**src/rtl/ssram_arb_pkg.sv**
```systemverilog
// Shared constants for the two-port SSRAM arbiter: data/lane geometry,
// read-owner bit positions and the all-lanes enable pattern.
package ssram_arb_pkg;

  localparam int SSRAM_DW    = 32;
  localparam int SSRAM_LANES = 4;

  localparam int OWN_P0 = 0;
  localparam int OWN_P1 = 1;

  localparam logic [SSRAM_LANES-1:0] ENB_ALL = 4'hF;

endpackage

```
**src/rtl/ssram_arb_starve_ctr.sv**
```systemverilog
// Saturating count of consecutive cycles a requester has been denied;
// sat_o tells the arbiter to let that requester override the priority port.
module ssram_arb_starve_ctr #(
  parameter int MAX_WAIT = 4,
  parameter int CW       = $clog2(MAX_WAIT + 1)
) (
  input  logic          clk,
  input  logic          rst,
  input  logic          req_i,
  input  logic          gnt_i,
  output logic [CW-1:0] cnt_o,
  output logic          sat_o
);

  localparam logic [CW-1:0] MAX_CNT = CW'(MAX_WAIT);

  logic [CW-1:0] cnt_q, cnt_d;

  always_comb begin
    cnt_d = cnt_q;
    if (!req_i || gnt_i) begin
      cnt_d = '0;
    end else if (cnt_q != MAX_CNT) begin
      cnt_d = cnt_q + 1'b1;
    end
  end

  always_ff @(posedge clk or posedge rst) begin
    if (rst) begin
      cnt_q <= '0;
    end else begin
      cnt_q <= cnt_d;
    end
  end

  assign cnt_o = cnt_q;
  assign sat_o = (cnt_q == MAX_CNT);

endmodule

```
**src/rtl/ssram_arbiter.sv**
```systemverilog
// Shares one byte-laned synchronous SRAM between a fixed-priority port 0 and a
// starvation-protected port 1; read data returns one cycle later, tagged per port.
module ssram_arbiter
  import ssram_arb_pkg::*;
#(
  parameter int AW       = 12,
  parameter int MAX_WAIT = 4
) (
  input  logic                   clk,
  input  logic                   rst,
  input  logic                   p0_req,
  input  logic [AW-1:0]          p0_addr,
  input  logic [SSRAM_LANES-1:0] p0_wb,
  input  logic [SSRAM_DW-1:0]    p0_wdata,
  input  logic                   p1_req,
  input  logic [AW-1:0]          p1_addr,
  input  logic [SSRAM_LANES-1:0] p1_wb,
  input  logic [SSRAM_DW-1:0]    p1_wdata,
  output logic                   p0_gnt,
  output logic                   p1_gnt,
  output logic                   p0_rvalid,
  output logic                   p1_rvalid,
  output logic [SSRAM_DW-1:0]    rdata,
  output logic [AW-1:0]          sram_addr,
  output logic [SSRAM_LANES-1:0] sram_enb,
  output logic [SSRAM_LANES-1:0] sram_wb,
  output logic [SSRAM_DW-1:0]    sram_din,
  input  logic [SSRAM_DW-1:0]    sram_dout
);

  localparam int CW = $clog2(MAX_WAIT + 1);

  logic [CW-1:0] wait_cnt;
  logic          wait_sat;
  logic          p0_win, p1_win;
  logic [1:0]    rd_owner_q, rd_owner_d;

  ssram_arb_starve_ctr #(
    .MAX_WAIT(MAX_WAIT),
    .CW      (CW)
  ) u_starve (
    .clk  (clk),
    .rst  (rst),
    .req_i(p1_req),
    .gnt_i(p1_win),
    .cnt_o(wait_cnt),
    .sat_o(wait_sat)
  );

  // Port 1 only beats a live port 0 request once it has waited MAX_WAIT cycles.
  assign p1_win = p1_req && (!p0_req || wait_sat);
  assign p0_win = p0_req && !p1_win;
  assign p0_gnt = p0_win;
  assign p1_gnt = p1_win;

  always_comb begin
    sram_addr = p0_addr;
    sram_din  = p0_wdata;
    sram_wb   = '0;
    sram_enb  = '0;
    if (p1_win) begin
      sram_addr = p1_addr;
      sram_din  = p1_wdata;
      sram_wb   = p1_wb;
      sram_enb  = (p1_wb != '0) ? p1_wb : ENB_ALL;
    end else if (p0_win) begin
      sram_wb  = p0_wb;
      sram_enb = (p0_wb != '0) ? p0_wb : ENB_ALL;
    end
  end

  always_comb begin
    rd_owner_d         = '0;
    rd_owner_d[OWN_P0] = p0_win && (p0_wb == '0);
    rd_owner_d[OWN_P1] = p1_win && (p1_wb == '0);
  end

  always_ff @(posedge clk or posedge rst) begin
    if (rst) begin
      rd_owner_q <= '0;
    end else begin
      rd_owner_q <= rd_owner_d;
    end
  end

  assign p0_rvalid = rd_owner_q[OWN_P0];
  assign p1_rvalid = rd_owner_q[OWN_P1];
  assign rdata     = sram_dout;

endmodule

```
**config.mk**
```make
export PLATFORM = sky130hd
export DESIGN_NAME = ssram_arbiter
export DESIGN_NICKNAME = d
export VERILOG_FILES = /design/src/rtl/ssram_arb_pkg.sv /design/src/rtl/ssram_arb_starve_ctr.sv /design/src/rtl/ssram_arbiter.sv
export SDC_FILE = /design/constraint.sdc
export NUM_CORES = 1
export LEC_CHECK = 0
export CAP_MARGIN = 25
export CORE_AREA = 2 2 85 87
export CTS_CLUSTER_SIZE = 10
export DETAILED_ROUTE_END_ITERATION = 8
export DIE_AREA = 0 0 87 89
export PLACE_DENSITY = 0.76
export SYNTH_ARGS = -nofsm -noshare
export SYNTH_HDL_FRONTEND = slang
export SYNTH_SLANG_ARGS = --single-unit
```
**constraint.sdc**
```tcl
create_clock -name clk -period 4.5 [get_ports clk]
set_input_delay 0.675 -clock clk [delete_from_list [all_inputs] [get_ports clk]]
set_output_delay 0.675 -clock clk [all_outputs]
set_load 0.02 [all_outputs]
```
==> flow_metrics.py <==
metrics = {
    "clock_tree": {
        "cts_hold_buf": 0,
        "postCtsSetupBuffers": 0,
        "cts-root-buf": "clkbuf_8",
        "h-tree-depth": 1,
        "cts_resized": 0,
        "path_clk_slew_ps": 40,
        "cts_buffer_depth": 2,
        "cts_inserted_buffers": 3,
        "cts.sinks": 5,
        "clock_latency_ps": 220,
        "cts_tree": "built",
    },
    "die": {
        "die_h_um": 89,
        "core_um2": 6719,
        "start_util": 0.1981,
        "rows": 30,
        "die_w_um": 87,
        "dieArea_um2": 7743,
        "ios": 220,
    },
    "worst_setup_path": {
        "worst-setup-path-type": "primary input to output port",
        "slowest_stage": "clkdlybuf4s50_1",
        "worstPathArrival_ps": 2930,
        "crit_path_end_kind": "output port",
        "crit_path_cell_trace": "clkdlybuf4s50_1, a21bo_4, buf_4, mux2_4, clkdlybuf4s50_1",
        "critPathRequiredTime_ps": 3830,
        "critPathLaunchType": "primary input",
        "crit_fanout": 21,
        "reg2reg_slack_ps": 3100,
        "cpPeakStageDelay_ps": 630,
        "cp_common_cell": "clkdlybuf4s50_1",
    },
    "placed_design": {
        "dpl.hpwl_um": 4669,
        "placedCellCount": 331,
        "portBuffers": 155,
        "place_congestion": 0.7875,
    },
    "synthesis": {
        "synth_most_common_cell": "mux2_4",
        "synth_ff_type": "dfrtp_1",
        "synth-edff-count": 0,
        "postSynthAreaPerCell_um2": 10.01,
        "synth_common_cells": "40 x mux2_4, 32 x buf_4, 10 x nor2_1",
        "synthXorXnorAreaFrac": 0,
        "yosysSeqAreaShare": 0.09398,
        "yosysWarningCount": 0,
        "synth-compound-area-share": 0.02632,
        "synth.cell_area_um2": 1331,
        "yosys-mux-area-fraction": 0.5226,
        "synth.area.top_cells": "mux2_4 45%, buf_4 18%, dfrtp_1 9.4%",
        "syn_inst": 133,
        "synth-simple-area-share": 0.08271,
        "synth.top_cell.area_share": 0.4511,
        "synth_async_sr_flop_share": 1.000,
        "synth_top_family_by_area": "multiplexers",
        "ys_types": 19,
        "syn_nets": 267,
        "yosys.area.top_type": "mux2_4",
        "synthAdderAreaFrac": 0.01880,
        "ys_ff_latch": 5,
    },
    "timing": {
        "slew_viol_final": 0,
        "finalCritPeriodShare": 0.8017,
        "min_period_ps": 3607,
        "setup_viol_count_final": 0,
        "relSlewSlack": 0.5171,
        "max_freq_ghz": 0.2772,
        "fin_skew_ps": 2.207,
        "hold_violations": 0,
        "rsz0062_at_grt": "no",
        "worst_pin_slew_ps": 717.7,
        "fin_setup_tns_ps": 0,
    },
    "global_routing": {
        "antenna_found_initial": 0,
        "grt_pass1_wl_um": 7596,
        "grt_usage": 0.1288,
        "grt_overflow": 0,
        "grt_max_degree": 24,
        "first_global_vias": 1458,
    },
    "power_and_ir_drop": {
        "p_per_area_nw_per_um2": 157.3,
        "ir_drop_v": 0.00006994,
        "p_leak_nw": 1.236,
        "finalPower_uw": 433.3,
    },
    "route": {
        "final_antenna_net_count": 0,
        "vias": 1391,
        "drtIter0Drc": 9,
        "dr.pass1.iters": 3,
        "top_layer": "met4",
        "wl_met2_um": 2685,
        "route.met3.wl_um": 713,
        "viasPerCell": 4.152,
        "wl_met1_um": 2067,
        "drt_wl_total_um": 5511,
        "routedWlPerCell_um": 16.45,
        "drc": 0,
    },
    "final_layout": {
        "nets": 390,
        "area_delta_synth_final_pct": 107.0,
        "drive_gt1_frac": 0.1961,
        "finalNonFillerCells": 335,
        "antenna_cells": 0,
        "num-fill-cells": 676,
    },
    "hold_path": {
        "hold_path.class": "flop to flop",
    },
    "run_status": {
        "status": "finished clean",
    },
    "flow_run": {
        "maxCapViolCount": 0,
    },
}
final timing paths:
kind                                                       to                           from  depth (start not counted)
worst max-delay path                              sram_din[4]                         p0_req                          5
worst min-delay path            u_starve.cnt_o[0]$_DFFE_PP0P_  u_starve.cnt_o[0]$_DFFE_PP0P_                          1
worst max register to register        rd_owner_q[1]$_DFF_PP0_  u_starve.cnt_o[0]$_DFFE_PP0P_                          5
worst min register to register  u_starve.cnt_o[0]$_DFFE_PP0P_  u_starve.cnt_o[0]$_DFFE_PP0P_                          1
max in group asynchronous             rd_owner_q[1]$_DFF_PP0_                            rst                          2
min in group asynchronous       u_starve.cnt_o[0]$_DFFE_PP0P_                            rst                          2
flip-flops by register name (all words and copies together), names as in the netlist:
register,flops
u_starve.cnt_o,3
rd_owner_q,2
critical path, delay by kind of cell:
family                 cells  cell delay [ps]
AOI/OAI and AO/OA          1              410
muxes                      1              330
buffers and inverters      3             1510
cell usage in the layout, fill, tap and decap left out, drive strengths merged, types with 4 or more instances in the layout:
cell           instances
nand2                  7
mux2i                  5
o22ai                  4
nor2                  10
clkdlybuf4s50        155
inv                    9
dfrtp                  5
clkbuf                 4
mux2                  44
per-stage QoR:
stage / hold WS [ps] / area (um2) / worst slack, ps / utilization
floorplan: 435.2 / 1331 / 2094 / -
global placement: 462.4 / 2710 / 938.3 / 0.4034
detailed placement: 475.0 / 2710 / 882.7 / 0.4034
CTS: 479.8 / 2755 / 879.8 / 0.4101
global route: 515.0 / 2755 / 790.8 / 0.4101
finish: 477.5 / 2755 / 892.5 / 0.4101
kinds of logic after synthesis:
group,Yosys count
mux,49
buf+inv,48
simple gates,24
compound gates,5
flops,5
fa+ha+maj,2
layer usage:
metal / up-vias / global-route usage
met5: - / 0
met4: 0 / 0.03835
met3: 4 / 0.05448
met2: 91 / 0.2318
met1: 633 / 0.1373
li1: 663 / -
layout make-up:
class                           instances  area [um2]  area share
Timing Repair Buffer                  157        1579      0.5731
Multi-Input combinational cell         80       872.1      0.3165
Sequential cell                         5       125.1     0.04541
Tap cell                               80       100.1     0.03633
Clock buffer                            4       45.04     0.01635
Inverter                                9       33.78     0.01226
where the power goes:
part	total, mW	internal, mW	switching (mW)	leakage [nW]
registers	0.0470	0.0463	0.000714	0.0686
logic	0.302	0.190	0.112	1.14
clock network	0.0840	0.0609	0.0231	0.0228
total	0.433	0.297	0.136	1.24
Note: power is estimated with default switching activity, not from simulation.
